===== src/rtl/regbank_pkg.sv =====
// Shared constants for the banked register-bank arbiter: ARM mode encodings,
// architectural register numbers, physical bank indices and FSM states.
package regbank_pkg;

  localparam logic [4:0] MODE_USR = 5'b10000;
  localparam logic [4:0] MODE_FIQ = 5'b10001;
  localparam logic [4:0] MODE_IRQ = 5'b10010;
  localparam logic [4:0] MODE_SVC = 5'b10011;
  localparam logic [4:0] MODE_ABT = 5'b10111;
  localparam logic [4:0] MODE_UND = 5'b11011;
  localparam logic [4:0] MODE_SYS = 5'b11111;

  localparam logic [4:0] ADDR_R13  = 5'd13;
  localparam logic [4:0] ADDR_R14  = 5'd14;
  localparam logic [4:0] ADDR_R15  = 5'd15;
  localparam logic [4:0] ADDR_CPSR = 5'd16;
  localparam logic [4:0] ADDR_SPSR = 5'd17;

  localparam logic [5:0] IDX_R8_FIQ   = 6'd16;
  localparam logic [5:0] IDX_R13_USR  = 6'd13;
  localparam logic [5:0] IDX_R13_FIQ  = 6'd21;
  localparam logic [5:0] IDX_R13_SVC  = 6'd23;
  localparam logic [5:0] IDX_R13_ABT  = 6'd25;
  localparam logic [5:0] IDX_R13_IRQ  = 6'd27;
  localparam logic [5:0] IDX_R13_UND  = 6'd29;
  localparam logic [5:0] IDX_CPSR     = 6'd31;
  localparam logic [5:0] IDX_SPSR_FIQ = 6'd32;
  localparam logic [5:0] IDX_SPSR_SVC = 6'd33;
  localparam logic [5:0] IDX_SPSR_ABT = 6'd34;
  localparam logic [5:0] IDX_SPSR_IRQ = 6'd35;
  localparam logic [5:0] IDX_SPSR_UND = 6'd36;

  typedef enum logic [1:0] {
    IDLE  = 2'd0,
    ISSUE = 2'd1,
    RESP  = 2'd2
  } state_e;

endpackage


===== src/rtl/regbank_arbiter_if.sv =====
// Requester handshake, tagged response and register-bank port bundle.
// slave = arbiter side, master = requesters plus bank side.
interface regbank_arbiter_if #(
  parameter int NREQ = 3,
  parameter int DW   = 32
);
  localparam int IDW = $clog2(NREQ);

  logic [NREQ-1:0]    req_valid;
  logic [NREQ-1:0]    req_ready;
  logic [NREQ-1:0]    req_we;
  logic [NREQ-1:0]    req_lock;
  logic [NREQ*5-1:0]  req_addr;
  logic [NREQ*5-1:0]  req_mode;
  logic [NREQ*DW-1:0] req_wdata;

  logic               resp_valid;
  logic [IDW-1:0]     resp_id;
  logic               resp_err;
  logic [DW-1:0]      resp_rdata;

  logic               bank_en;
  logic               bank_we;
  logic [5:0]         bank_addr;
  logic [DW-1:0]      bank_wdata;
  logic [DW-1:0]      bank_rdata;

  modport slave (
    input  req_valid, req_we, req_lock, req_addr, req_mode, req_wdata, bank_rdata,
    output req_ready, resp_valid, resp_id, resp_err, resp_rdata,
           bank_en, bank_we, bank_addr, bank_wdata
  );

  modport master (
    output req_valid, req_we, req_lock, req_addr, req_mode, req_wdata, bank_rdata,
    input  req_ready, resp_valid, resp_id, resp_err, resp_rdata,
           bank_en, bank_we, bank_addr, bank_wdata
  );

endinterface


===== src/rtl/regbank_addr_map.sv =====
// Architectural register number + ARM mode -> physical bank index (0-36).
// Illegal address or mode yields err=1 and idx=0.
module regbank_addr_map
  import regbank_pkg::*;
(
  input  logic [4:0] addr,
  input  logic [4:0] mode,
  output logic [5:0] idx,
  output logic       err
);

  logic       mode_ok;
  logic       is_fiq;
  logic       spsr_ok;
  logic [5:0] r13_base;
  logic [5:0] spsr_idx;

  // Decode the mode into its banked R13 base and SPSR slot
  always_comb begin
    mode_ok  = 1'b1;
    is_fiq   = 1'b0;
    spsr_ok  = 1'b1;
    r13_base = IDX_R13_USR;
    spsr_idx = '0;
    case (mode)
      MODE_FIQ: begin is_fiq = 1'b1; r13_base = IDX_R13_FIQ; spsr_idx = IDX_SPSR_FIQ; end
      MODE_SVC: begin r13_base = IDX_R13_SVC; spsr_idx = IDX_SPSR_SVC; end
      MODE_ABT: begin r13_base = IDX_R13_ABT; spsr_idx = IDX_SPSR_ABT; end
      MODE_IRQ: begin r13_base = IDX_R13_IRQ; spsr_idx = IDX_SPSR_IRQ; end
      MODE_UND: begin r13_base = IDX_R13_UND; spsr_idx = IDX_SPSR_UND; end
      MODE_USR, MODE_SYS: spsr_ok = 1'b0;
      default: begin mode_ok = 1'b0; spsr_ok = 1'b0; end
    endcase
  end

  // Map the register number using the decoded mode
  always_comb begin
    idx = '0;
    err = 1'b0;
    if (addr <= 5'd7 || addr == ADDR_R15) begin
      idx = {1'b0, addr};
    end else if (addr <= 5'd12) begin
      idx = is_fiq ? ({1'b0, addr} + (IDX_R8_FIQ - 6'd8)) : {1'b0, addr};
    end else if (addr == ADDR_R13 || addr == ADDR_R14) begin
      idx = r13_base + {5'd0, addr == ADDR_R14};
    end else if (addr == ADDR_CPSR) begin
      idx = IDX_CPSR;
    end else if (addr == ADDR_SPSR) begin
      idx = spsr_idx;
      err = !spsr_ok;
    end else begin
      err = 1'b1;
    end
    if (!mode_ok) err = 1'b1;
    if (err) idx = '0;
  end

endmodule


===== src/rtl/regbank_arbiter.sv =====
// Round-robin arbiter sharing the single-ported banked register bank between
// NREQ requesters. One transaction at a time: IDLE (grant) -> ISSUE -> RESP.
// Optional grant locking is built when REGBANK_ARBITER_LOCK_EN is defined.
module regbank_arbiter
  import regbank_pkg::*;
#(
  parameter int NREQ = 3,
  parameter int DW   = 32
)(
  input  logic              clk,
  input  logic              rst_n,
  regbank_arbiter_if.slave  bus,
  output logic              busy
);

  localparam int IDW = $clog2(NREQ);

  state_e          state_q, state_d;
  logic [IDW-1:0]  rr_q, rr_d;
  logic [IDW-1:0]  id_q, id_d;
  logic            we_q, we_d;
  logic            err_q, err_d;
  logic [5:0]      idx_q, idx_d;
  logic [DW-1:0]   wdata_q, wdata_d;

  logic            has_win;
  int unsigned     win_sel;
  logic [IDW-1:0]  win;
  logic [NREQ-1:0] ready;
  logic [4:0]      win_addr, win_mode;
  logic [5:0]      map_idx;
  logic            map_err;

`ifdef REGBANK_ARBITER_LOCK_EN
  logic            lock_q, lock_d;
  logic [IDW-1:0]  owner_q, owner_d;
  logic            lk_q, lk_d;
`else
  logic            unused_lock;
  assign unused_lock = ^bus.req_lock;
`endif

  // Pick the first valid requester after the rr pointer; a lock owner overrides
  always_comb begin
    has_win = 1'b0;
    win_sel = 0;
    for (int unsigned i = 1; i <= NREQ; i++) begin
      if (!has_win && bus.req_valid[(32'(rr_q) + i) % NREQ]) begin
        has_win = 1'b1;
        win_sel = (32'(rr_q) + i) % NREQ;
      end
    end
`ifdef REGBANK_ARBITER_LOCK_EN
    if (lock_q) begin
      has_win = bus.req_valid[owner_q];
      win_sel = 32'(owner_q);
    end
`endif
    win      = IDW'(win_sel);
    win_addr = bus.req_addr[win_sel*5 +: 5];
    win_mode = bus.req_mode[win_sel*5 +: 5];
  end

  regbank_addr_map u_map (
    .addr (win_addr),
    .mode (win_mode),
    .idx  (map_idx),
    .err  (map_err)
  );

  // FSM next state, grant and transaction capture
  always_comb begin
    state_d = state_q;
    rr_d    = rr_q;
    id_d    = id_q;
    we_d    = we_q;
    err_d   = err_q;
    idx_d   = idx_q;
    wdata_d = wdata_q;
    ready   = '0;
`ifdef REGBANK_ARBITER_LOCK_EN
    lock_d  = lock_q;
    owner_d = owner_q;
    lk_d    = lk_q;
`endif
    case (state_q)
      IDLE: begin
        if (has_win) begin
          ready[win_sel] = 1'b1;
          state_d = ISSUE;
          id_d    = win;
          we_d    = bus.req_we[win_sel];
          err_d   = map_err;
          idx_d   = map_idx;
          wdata_d = bus.req_wdata[win_sel*DW +: DW];
          rr_d    = win;
`ifdef REGBANK_ARBITER_LOCK_EN
          if (lock_q) rr_d = rr_q;
          lk_d = bus.req_lock[win_sel];
          if (bus.req_lock[win_sel]) begin
            lock_d  = 1'b1;
            owner_d = win;
          end
`endif
        end
      end
      ISSUE: state_d = RESP;
      RESP: begin
        state_d = IDLE;
`ifdef REGBANK_ARBITER_LOCK_EN
        // While locked every transaction is the owner's, so lk_q=0 means release
        if (lock_q && !lk_q) lock_d = 1'b0;
`endif
      end
      default: state_d = IDLE;
    endcase
  end

  // State and transaction registers
  always_ff @(posedge clk or negedge rst_n) begin
    if (!rst_n) begin
      state_q <= IDLE;
      rr_q    <= IDW'(NREQ - 1);
      id_q    <= '0;
      we_q    <= 1'b0;
      err_q   <= 1'b0;
      idx_q   <= '0;
      wdata_q <= '0;
`ifdef REGBANK_ARBITER_LOCK_EN
      lock_q  <= 1'b0;
      owner_q <= '0;
      lk_q    <= 1'b0;
`endif
    end else begin
      state_q <= state_d;
      rr_q    <= rr_d;
      id_q    <= id_d;
      we_q    <= we_d;
      err_q   <= err_d;
      idx_q   <= idx_d;
      wdata_q <= wdata_d;
`ifdef REGBANK_ARBITER_LOCK_EN
      lock_q  <= lock_d;
      owner_q <= owner_d;
      lk_q    <= lk_d;
`endif
    end
  end

  // Outputs decoded from registered state, so reset clears them immediately
  assign bus.req_ready  = ready;
  assign bus.bank_en    = (state_q == ISSUE) && !err_q;
  assign bus.bank_we    = (state_q == ISSUE) && we_q && !err_q;
  assign bus.bank_addr  = (state_q == ISSUE) ? idx_q : '0;
  assign bus.bank_wdata = (state_q == ISSUE) ? wdata_q : '0;
  assign bus.resp_valid = (state_q == RESP);
  assign bus.resp_id    = (state_q == RESP) ? id_q : '0;
  assign bus.resp_err   = (state_q == RESP) && err_q;
  assign bus.resp_rdata = ((state_q == RESP) && !we_q && !err_q) ? bus.bank_rdata : '0;
  assign busy           = (state_q != IDLE);

endmodule


===== src/flat_wrapper.sv =====
// flat-port wrapper written by rule: the top's interface ports become plain ports
module regbank_arbiter_flat import regbank_pkg::*;
#(
  parameter int NREQ = 3,
  parameter int DW   = 32
)
  (clk, rst_n, busy, bus_req_valid, bus_req_we, bus_req_lock, bus_req_addr, bus_req_mode, bus_req_wdata, bus_bank_rdata, bus_req_ready, bus_resp_valid, bus_resp_id, bus_resp_err, bus_resp_rdata, bus_bank_en, bus_bank_we, bus_bank_addr, bus_bank_wdata);
  regbank_arbiter_if #(.NREQ(NREQ), .DW(DW)) bus_i ();
  input  logic clk;
  input  logic rst_n;
  output logic busy;
  input wire logic [$bits(bus_i.req_valid)-1:0] bus_req_valid;
  input wire logic [$bits(bus_i.req_we)-1:0] bus_req_we;
  input wire logic [$bits(bus_i.req_lock)-1:0] bus_req_lock;
  input wire logic [$bits(bus_i.req_addr)-1:0] bus_req_addr;
  input wire logic [$bits(bus_i.req_mode)-1:0] bus_req_mode;
  input wire logic [$bits(bus_i.req_wdata)-1:0] bus_req_wdata;
  input wire logic [$bits(bus_i.bank_rdata)-1:0] bus_bank_rdata;
  output wire logic [$bits(bus_i.req_ready)-1:0] bus_req_ready;
  output wire logic [$bits(bus_i.resp_valid)-1:0] bus_resp_valid;
  output wire logic [$bits(bus_i.resp_id)-1:0] bus_resp_id;
  output wire logic [$bits(bus_i.resp_err)-1:0] bus_resp_err;
  output wire logic [$bits(bus_i.resp_rdata)-1:0] bus_resp_rdata;
  output wire logic [$bits(bus_i.bank_en)-1:0] bus_bank_en;
  output wire logic [$bits(bus_i.bank_we)-1:0] bus_bank_we;
  output wire logic [$bits(bus_i.bank_addr)-1:0] bus_bank_addr;
  output wire logic [$bits(bus_i.bank_wdata)-1:0] bus_bank_wdata;
  assign bus_i.req_valid = bus_req_valid;
  assign bus_i.req_we = bus_req_we;
  assign bus_i.req_lock = bus_req_lock;
  assign bus_i.req_addr = bus_req_addr;
  assign bus_i.req_mode = bus_req_mode;
  assign bus_i.req_wdata = bus_req_wdata;
  assign bus_i.bank_rdata = bus_bank_rdata;
  assign bus_req_ready = bus_i.req_ready;
  assign bus_resp_valid = bus_i.resp_valid;
  assign bus_resp_id = bus_i.resp_id;
  assign bus_resp_err = bus_i.resp_err;
  assign bus_resp_rdata = bus_i.resp_rdata;
  assign bus_bank_en = bus_i.bank_en;
  assign bus_bank_we = bus_i.bank_we;
  assign bus_bank_addr = bus_i.bank_addr;
  assign bus_bank_wdata = bus_i.bank_wdata;
  regbank_arbiter #(.NREQ(NREQ), .DW(DW)) u_core (.clk(clk), .rst_n(rst_n), .bus(bus_i), .busy(busy));
endmodule

===== config.mk =====
export PLATFORM = sky130hd
export DESIGN_NAME = regbank_arbiter_flat
export DESIGN_NICKNAME = d
export VERILOG_FILES = /design/src/rtl/regbank_pkg.sv /design/src/rtl/regbank_arbiter_if.sv /design/src/rtl/regbank_addr_map.sv /design/src/rtl/regbank_arbiter.sv /design/src/flat_wrapper.sv
export SDC_FILE = /design/constraint.sdc
export NUM_CORES = 1
export LEC_CHECK = 0
export ABC_AREA = 1
export CAP_MARGIN = 20
export CORE_MARGIN = 8
export CORE_UTILIZATION = 42
export CTS_CLUSTER_SIZE = 25
export DETAILED_ROUTE_END_ITERATION = 8
export HOLD_SLACK_MARGIN = 0.05
export PLACE_DENSITY = 0.79
export SYNTH_ARGS = -nofsm -noshare
export SYNTH_HDL_FRONTEND = slang
export SYNTH_HIERARCHICAL = 1
export SYNTH_SLANG_ARGS = --single-unit

===== constraint.sdc =====
create_clock -name clk -period 6.6 [get_ports clk]
set_input_delay 1.32 -clock clk [delete_from_list [all_inputs] [get_ports clk]]
set_output_delay 1.32 -clock clk [all_outputs]
set_load 0.01 [all_outputs]

## After elaboration in Yosys (flattened, before gate mapping)

Index checks and enable logic that the tools add are counted.

| storage, ports and cells | value |
|---|---|
| register bits | 46 |
| latch bits | 0 |
| memory bits (writable) | 0 |
| bits in read-only memories | 0 |
| bits of input ports | 169 |
| word-level logic and storage cells | 104 |
| memories | 0 |

| cells by class | value |
|---|---|
| add/sub/neg operators | 5 |
| multipliers | 1 |
| divide/modulo/power cells | 3 |
| order comparisons | 7 |
| equal/unequal tests | 15 |
| shift-type cells | 3 |
| multiplexer cells | 42 |
| bitwise gates (word level) | 0 |
| reductions and logical operators | 21 |

Operator list:

| kind | number |
|---|---|
| $mux 32 | 5 |
| $lt 32x3->1 const B | 4 |
| $mod 32x2->32 const B | 3 |
| $shiftx 96x33->32 | 1 |
| $shiftx 15x33->5 | 2 |
| $mux 6 | 8 |
| $eq 5x5->1 const B | 9 |
| $ge 32x1->1 const B | 1 |
| $mul 32x3->32 const B | 1 |
| $pmux 6 s5 | 1 |
| $pmux 5 s5 | 1 |
| $mux 1 | 17 |
| $eq 5x4->1 const B | 3 |
| $logic_and 1x1->1 | 9 |
| $bmux 1 s2 | 4 |
| $reduce_or 7->1 | 1 |
| $add 2x2->3 const B | 2 |
| $add 5x4->6 const B | 1 |
| $add 6x1->6 | 1 |
| $mux 3 | 2 |
| $le 5x3->1 const B | 1 |
| $le 5x4->1 const B | 1 |
| $logic_not 1->1 | 5 |
| $reduce_or 5->1 | 1 |
| other kinds (11) | 13 |

## Logic depth before layout (Yosys ltp)

Gate-level depths: netlist of the first run.

| logic depth | value |
|---|---|
| depth after elaboration | 24 |
| gate-level depth with buffers | 45 |
| depth with buffers taken out | 42 |

## By module

Netlist of the first run, hierarchy kept.

Modules (own cells, without submodules):

| module | instances | cells an instance | area each (um^2) | seq. area each (um^2) |
|---|---|---|---|---|
| regbank_arbiter | 1 | 787 | 4636.9 | 1127.3 |
| regbank_addr_map | 1 | 112 | 601.8 | 0.0 |

## Least setup slack after synthesis of the first run

OpenSTA, ideal clock, no wires.

| timing path | value |
|---|---|
| kind | in2reg |
| start | in bus_req_valid[1] |
| end | reg u_core.idx_q[0] |
| library setup time | 0.131 ns |
| data arrival time | 5.411 ns |
| data required time | 6.469 ns |
| path slack | 1.059 ns |
| cell stages on the path | 40 |
| buffers on the path | 3 |
| cell sequence | inv_1 nand2_1 nand3_1 nand2_2 nor2_4 nand2_2 inv_2 nand2_1 nand2_2 inv_2 buf_4 buf_4 ha_1 ha_1 inv_1 fa_1 xor2_1 inv_1 (+4 left out) nand3_1 nand2_1 nand2_1 nand3_1 nand2_1 nand2_1 nand2_1 inv_2 ha_1 nand2_1 o21ai_4 nand3_2 nor2_2 nand2_2 nand2_4 nor2_1 nand2_1 o21ai_0 |

| on the way | value |
|---|---|
| elaborated cells on any way between the ends | 58 |
| classes of those cells | add/sub: 2; mul: 1; order compare: 2; eq/ne: 12; shift: 2; mux: 29; reduce/logical: 10 |

RTL lines:

| what | line | text |
|---|---|---|
| start, declared | flat_wrapper.sv:12 | `input wire logic [$bits(bus_i.req_valid)-1:0] bus_req_valid;` |
| $bmux 1 s2 | regbank_arbiter.sv:48 | `if (!has_win && bus.req_valid[(32'(rr_q) + i) % NREQ]) begin` |
| $mux 1 (implied by the code) | regbank_arbiter.sv:48 |  |
| $mux 1 | regbank_arbiter.sv:48 |  |
| $logic_not 1->1 | regbank_arbiter.sv:48 |  |
| $logic_and 1x1->1 | regbank_arbiter.sv:48 |  |
| $mux 1 | regbank_arbiter.sv:48 |  |
| $logic_not 1->1 | regbank_arbiter.sv:48 |  |
| $logic_and 1x1->1 | regbank_arbiter.sv:48 |  |
| (+1 left out) | -- |  |
| net u_core.win_sel[1] | regbank_arbiter.sv:27 | `int unsigned win_sel;` |
| (+2 left out) | -- |  |
| net u_core.win_addr[4] | regbank_arbiter.sv:30 | `logic [4:0] win_addr, win_mode;` |
| (+2 left out) | -- |  |
| $mux 1 | regbank_addr_map.sv:46 | `end else if (addr == ADDR_CPSR) begin` |
| $mux 1 | regbank_addr_map.sv:44 | `end else if (addr == ADDR_R13 \|\| addr == ADDR_R14) begin` |
| $mux 1 | regbank_addr_map.sv:42 | `end else if (addr <= 5'd12) begin` |
| $mux 1 * | regbank_addr_map.sv:40 | `if (addr <= 5'd7 \|\| addr == ADDR_R15) begin` |
| $mux 1 * | regbank_addr_map.sv:54 | `if (!mode_ok) err = 1'b1;` |
| net u_core.map_err | regbank_arbiter.sv:32 | `logic map_err;` |
| $mux 6 * | regbank_addr_map.sv:55 | `if (err) idx = '0;` |
| net u_core.map_idx[0] | regbank_arbiter.sv:31 | `logic [5:0] map_idx;` |
| end signal, assigned | regbank_arbiter.sv:140 | `idx_q <= idx_d;` |
| end, declared | regbank_arbiter.sv:23 | `logic [5:0] idx_q, idx_d;` |

The timed path passes the listed nets; every way through them passes the cells marked *. The select of a mux whose other input is x is not followed.
A chain may end at the register's enable or synchronous reset.

## Worst setup path after layout of the first run

| timing path | value |
|---|---|
| start | in bus_req_valid[2] |
| end | reg u_core.idx_q[3] |

| on the way | value |
|---|---|
| elaborated cells on any way between the ends | 58 |
| classes of those cells | add/sub: 2; mul: 1; order compare: 2; eq/ne: 12; shift: 2; mux: 29; reduce/logical: 10 |

RTL lines:

| what | line | text |
|---|---|---|
| $bmux 1 s2 | regbank_arbiter.sv:48 |  |
| $mux 1 (implied by the code) | regbank_arbiter.sv:48 |  |
| $mux 1 | regbank_arbiter.sv:48 |  |
| $logic_not 1->1 | regbank_arbiter.sv:48 |  |
| $logic_and 1x1->1 | regbank_arbiter.sv:48 |  |
| $mux 1 | regbank_arbiter.sv:48 |  |
| $logic_not 1->1 | regbank_arbiter.sv:48 |  |
| $logic_and 1x1->1 | regbank_arbiter.sv:48 |  |
| $mux 32 * | regbank_arbiter.sv:48 |  |
| $mul 32x3->32 * | regbank_arbiter.sv:60 | `win_addr = bus.req_addr[win_sel*5 +: 5];` |
| $shiftx 15x33->5 * | regbank_arbiter.sv:60 |  |
| net u_core.win_addr[4] | regbank_arbiter.sv:30 |  |
| parallel branches: the longest is 7 deep, another holds $add 6x1->6 | -- |  |
| $mux 6 * | regbank_addr_map.sv:55 |  |
| net u_core.map_idx[3] | regbank_arbiter.sv:31 |  |

Mark *: on every way through the listed nets, which the timed path passes. The select of a mux whose other input is x is not followed.

==> key figures, run 1 <==
Clock tree
  • Clock Sinks: 45
  • Clock root cell: clkbuf_16
  • Reg clk slew, reported paths: 60 ps
  • CTS-repair resized insts: 0
  • Clock Latency Late Sink: 280 ps
  • # hold bufs at CTS: 0
  • CTS tree: built
  • Inserted Clock Buffers: 5
  • Clk buf depth: 2
  • Postcts setup bufs: 0
  • H-tree depth: 2

STA
  • Unrepaired setup endpoints after global routing: false
  • Worst Tran Pin Value: 674 ps
  • Period utilisation layout: 92.6%
  • Crit path time final: 6110 ps
  • # setup viols final: 0
  • Rel. slew slack: 54.9%
  • Slew Viols, Final: 0
  • Hold WS: 512 ps
  • Highest clock rate: 164 MHz
  • Sum Neg Setup Slack: 0 ps
  • Clock skew: 2.16 ps
  • Final Hold Vio Count: 0

Global routing
  • First-pass GRT wire length: 30800 um
  • Antenna violations before repair: 0
  • Vias in the first global route: 5785
  • GRT overflow: 0
  • Global Route Usage Sum: 23.4%
  • Largest net degree at the start of global routing: 59

Place
  • Area of placed instances: 0.00771 mm2
  • Port Buffers: 245
  • GP Congestion: 0.926
  • Post-placement cell count: 1285
  • Post-DP HPWL: 15900 um

Critical path
  • R2R depth: 39
  • CP dominant cell by count: nand2_1
  • Cell family with most CP delay: simple AND/OR/NAND/NOR gates
  • Worst path slowest cell: clkdlybuf4s50_1
  • Crit Path Max Fanout: 40
  • WP buf/inv: 9
  • Worst endpoint data arrival time: 6310 ps
  • Slowest stage delay, CP: 520 ps
  • CP endpoint kind: register
  • FF-to-FF End: u_core/idx_q[3]
  • FF-to-FF setup slack: 870 ps
  • CP Launch Type: primary input
  • Worst endpoint required time: 6800 ps
  • Worst r2r src: u_core/rr_q[1]
  • WS Path Type: primary input to register

Synth
  • Commonest cells in the netlist: nand2_1, inv_1, nor2_1, nand3_1, o21ai_0
  • Post-synth top area cell: dfrtp_1
  • Post-synth top area share: 21.0%
  • Yosys warns: 6
  • Sequential element share of the synthesized area: 21.5%
  • Syn_nets: 1087
  • Number of synthesized flops with an enable pin: 0
  • Post-synthesis average cell area: 5.83 um2
  • Yosys cell types: 41
  • Synth Instances: 899
  • Async SR Flop Fraction: 100%
  • Yosys reg bits: 45
  • Cell Area, Synth: 0.00524 mm2
  • Top-count cell post-synth: nand2_1
  • Main flop type after synthesis: dfrtp_1
  • Area contributors post-synth: dfrtp_1, nand2_1, inv_1

Hold path
  • Hold Path End: u_core/we_q
  • Worst hold path class: register to register
  • HP Start: u_core/we_q
  • WHS Path Cells: 2

Routing
  • Vias: 6431
  • DRT iter0 DRCs: 476
  • Routed WL: 20100 um
  • WL/cell: 15.5 um
  • First-pass DRT Iterations: 6
  • Vias per inst: 4.97
  • Detail Route Antenna Nets: 0
  • Remaining DRCs: 0

Die
  • Die Height: 128 um
  • Row cnt: 41
  • Core Region: 0.0124 mm2
  • DIE WIDTH: 128 um
  • Die Area: 0.0163 mm2
  • Initial Util: 42.2%
  • # IOs: 249

Final layout
  • Final std cells w/o fill: 1295
  • Ant. Diodes: 0
  • Net count, final: 1310
  • Synthesis-to-finish area growth: 50.8%
  • Share of post-route cells with drive strength above 1: 6.68%
  • Finished Cell Area: 0.00790 mm2

Job
  • Max_cap viols: 0

Run status
  • Status: completed
[state kept, by name, summed over array words and instances (netlist names)]
register / flops
u_core/we_q: 1
u_core/err_q: 1
u_core/rr_q: 2
u_core/state_q: 2
u_core/id_q: 1
u_core/idx_q: 6
u_core/wdata_q: 32
[final cells by class]
class / instances / area (um2)
well taps: 172 / 215
flip-flops and latches: 45 / 1130
multi-input cells: 666 / 3300
repair buffers: 256 / 2570
clock buffers: 8 / 136
inverters: 148 / 556
fillers: 1167 / 4510
[kinds of logic after synthesis]
logic type                 after synthesis  synth area share, %
and+or+nand+nor                        527                 44.2
AOI/OAI and AO/OA                      119                 13.6
adders and majority gates               19                 4.68
buffers and inverters                  188                 15.8
xor gates and xnor gates                 1                0.167
DFF                                     45                 21.5
[layer usage]
metal	routed length, um	vias up	global-route usage, %
met4	348	0	5.45
li1	-	3266	-
met5	0	-	0
met1	8740	2877	29.6
met3	1520	22	4.28
met2	9450	266	40.1
[tightest hold or removal path: cells and delay by family, from the launching register on]
| family | cells | cell delay (ps) |
|---|---|---|
| flip-flops | 1 | 340 |
| buffers and inverters | 1 | 50 |
| AO/OA/AOI/OAI | 1 | 90 |
[worst max path at each step]
stage                          start              end  slack (ps)  cells past startpoint
detailed placement  bus_req_valid[2]  u_core/idx_q[3]         230                     35
CTS                 bus_req_valid[2]  u_core/idx_q[3]         500                     34
floorplan           bus_req_valid[1]  u_core/idx_q[0]        1060                     40
finish              bus_req_valid[2]  u_core/idx_q[3]         490                     34
global placement    bus_req_valid[2]  u_core/idx_q[3]         270                     34
global route        bus_req_valid[2]  u_core/idx_q[3]          20                     37
[per-stage QoR]
step | setup WS [ps] | util [%]
2_1_floorplan | 1060 | -
3_3_place_gp | 273 | 62.0
3_5_place_dp | 227 | 62.1
4_1_cts | 504 | 63.2
5_1_grt | 24.6 | 63.6
6_report | 487 | 63.6
[layout by cell type, fill, tap and decap left out, types with 2 or more instances in the layout]
master / instances
clkinv_1: 2
o21ai_0: 52
clkbuf_16: 5
nor2_2: 7
nand3_1: 100
a22o_1: 15
nor2_1: 120
nor2_4: 2
nand2_2: 16
o22a_1: 2
ha_1: 18
nand3_2: 7
dfrtp_1: 44
nand4_1: 12
o21ai_2: 7
clkbuf_1: 3
nand2_1: 246
inv_2: 9
a21oi_1: 14
nand2_4: 3
o21ai_1: 21
inv_1: 137
nor3_1: 6
clkdlybuf4s50_1: 244
buf_4: 8
o211ai_1: 3
Power of run 1 is not shown: default switching activity piles up to over one toggle a cycle in this logic, so the estimate is an artifact.
==> inputs of run 2 (changes only) <==
CORE_UTILIZATION = 43   (was 42)
CTS_BUF_LIST = sky130_fd_sc_hd__clkbuf_4   (was not set)
PLACE_DENSITY = 0.81   (was 0.79)
==> run 2 against run 1 <==
Against the previous run: flip-flop and latch count unchanged; global-route usage increased by 0.67 points; fmax is 0.87% higher; wire length decreased by 0.20%; cell area fell by 1.5%; via count shrank 0.34%; count of clock-buffer cells in the layout fell by 1; die area fell by 2.0%.
==> key figures, run 2 (synthesized netlist as in run 1, its figures left out) <==
Place
  • Area of placed instances: 0.00768 mm2 (-0.41%)
  • Post-DP HPWL: 15800 um (-0.88%)
  • Port Buffers: 245 (unchanged)
  • GP Congestion: 0.948 (+2.4%)
  • Post-placement cell count: 1261 (-1.9%)

Clock tree
  • H-tree depth: 2 (unchanged)
  • Postcts setup bufs: 0 (unchanged)
  • Clock Latency Late Sink: 350 ps (+70 ps)
  • Clock Sinks: 45 (unchanged)
  • CTS tree: built
  • # hold bufs at CTS: 0 (unchanged)
  • CTS-repair resized insts: 0 (unchanged)
  • Clk buf depth: 2 (unchanged)
  • Clock root cell: clkbuf_4
  • Reg clk slew, reported paths: 120 ps (+60 ps)
  • Inserted Clock Buffers: 5 (unchanged)

Critical path
  • CP dominant cell by count: nand2_1
  • Slowest stage delay, CP: 540 ps (+20 ps)
  • CP endpoint kind: register
  • Worst endpoint required time: 6870 ps (+70 ps)
  • R2R depth: 40 (+2.6%)
  • CP Launch Type: primary input
  • Worst endpoint data arrival time: 6330 ps (+20 ps)
  • Worst path slowest cell: clkdlybuf4s50_1
  • Cell family with most CP delay: simple AND/OR/NAND/NOR gates
  • WS Path Type: primary input to register
  • Crit Path Max Fanout: 38 (-5.0%)
  • WP buf/inv: 7 (-2)
  • CP Depth: 36 (+5.9%)

Final layout
  • Largest regs: u_core/wdata_q x32, u_core/idx_q x6
  • Final std cells w/o fill: 1272 (-1.8%)
  • Number of fill cells: 1123 (-3.8%)
  • Net count, final: 1311 (+0.076%)
  • Max reg flops: 32 (unchanged)
  • Top reg by flops: u_core/wdata_q
  • Final core occ: 65.0% (+1.4 points)
  • Commonest non-fill, non-tap cells in the layout: nand2_1, clkdlybuf4s50_1, inv_1, nor2_1, nand3_1
  • Synthesis-to-finish area growth: 48.5%
  • Share of post-route cells with drive strength above 1: 6.94% (+0.26 points)
  • Finished Cell Area: 0.00778 mm2 (-1.5%)
  • Commonest non-fill, non-tap cell in the layout: nand2_1

Global routing
  • Antenna violations before repair: 1 (+1)
  • GRT overflow: 0 (unchanged)
  • Largest net degree at the start of global routing: 59 (unchanged)
  • Vias in the first global route: 5967 (+3.1%)
  • Global Route Usage Sum: 24.0% (+0.67 points)
  • First-pass GRT wire length: 31700 um (+3.0%)

Routing
  • WL/cell: 15.7 um (+1.6%)
  • First-pass DRT Iterations: 5 (-1)
  • Routed WL: 20000 um (-0.20%)
  • Vias: 6409 (-0.34%)
  • DRT iter0 DRCs: 548 (+15%)
  • Remaining DRCs: 0 (unchanged)
  • Vias per inst: 5.04 (+1.5%)
  • Detail Route Antenna Nets: 0 (unchanged)

STA
  • Crit path time final: 6060 ps (-52.7 ps)
  • Worst Tran Pin Value: 661 ps (-13.2 ps)
  • # setup viols final: 0 (unchanged)
  • Unrepaired setup endpoints after global routing: false
  • Final Hold Vio Count: 0 (unchanged)
  • Slew Viols, Final: 0 (unchanged)
  • Sum Neg Setup Slack: 0 ps (unchanged)
  • Highest clock rate: 165 MHz (+0.87%)
  • Period utilisation layout: 91.8% (-0.80 points)
  • Rel. slew slack: 56.0% (+1.0 points)
  • Clock skew: 7.57 ps (+5.41 ps)

Die
  • Die Height: 126 um (-1.0%)
  • Initial Util: 43.8% (+1.6 points)
  • # IOs: 249 (unchanged)
  • Die Area: 0.0160 mm2 (-2.0%)
  • Core Region: 0.0120 mm2 (-3.6%)
  • Row cnt: 40 (-2.4%)
  • DIE WIDTH: 126 um (-1.0%)

Job
  • Max_cap viols: 0 (unchanged)

Run status
  • Status: completed

Hold path
  • Worst hold path class: register to register
  • WHS Path Cells: 2 (unchanged)
==> run 2: cell count changes in the layout (fill, tap and decap cells not counted) <==
cell,delta
diode_2,+1
clkinv_1,+1
clkbuf_1,-3
buf_16,-1
clkbuf_4,+7
clkbuf_16,-5
buf_4,+2
==> run 2: worst register-to-register path: cells and delay by family, from the launching register on <==
family / cells / cell delay (ps)
AOI/OAI and AO/OA: 3 / 340
DFF: 1 / 630
buffers and inverters: 7 / 660
and+or+nand+nor: 24 / 2590
adders and majority gates: 5 / 1290
xor gates and xnor gates: 1 / 170
==> run 2: final cells by class <==
type                    count  area [um2]  area share (%)
diodes                      1        2.50          0.0322
well taps                 147         184            2.36
clock inverters             1        3.75          0.0482
inverters                 148         556            7.14
clock buffers               7        52.6           0.675
flip-flops and latches     45        1130            14.5
multi-input cells         666        3300            42.4
repair buffers            257        2560            32.9
==> run 2: layer usage <==
| metal | global-route usage [%] | part of all wire [%] | vias to the layer above | routed length [um] |
|---|---|---|---|---|
| met3 | 4.06 | 7.0 | 18 | 1410 |
| met4 | 5.10 | 1.2 | 0 | 243 |
| met1 | 30.1 | 43 | 2876 | 8560 |
| li1 | - | - | 3274 | - |
| met2 | 42.2 | 49 | 241 | 9820 |
| met5 | 0 | 0 | - | 0 |
==> run 2: through the flow <==
step	hold WS [ps]	setup WS [ps]
2_1_floorplan	470	1060
4_1_cts	528	537
3_5_place_dp	498	175
5_1_grt	553	32.9
3_3_place_gp	494	256
6_report	531	540
==> run 2: path summary, 6_finish.rpt <==
kind	start	endpoint	slack (ps)
worst max register to register	u_core/rr_q[1]	u_core/idx_q[4]	850
worst min-delay path	u_core/we_q	u_core/we_q	530
max in group asynchronous	rst_n	u_core/rr_q[1]	5340
worst min register to register	u_core/we_q	u_core/we_q	530
worst max-delay path	bus_req_valid[2]	u_core/idx_q[4]	540
min in group asynchronous	rst_n	u_core/wdata_q[14]	780
Power of run 2 is left out for the same reason.
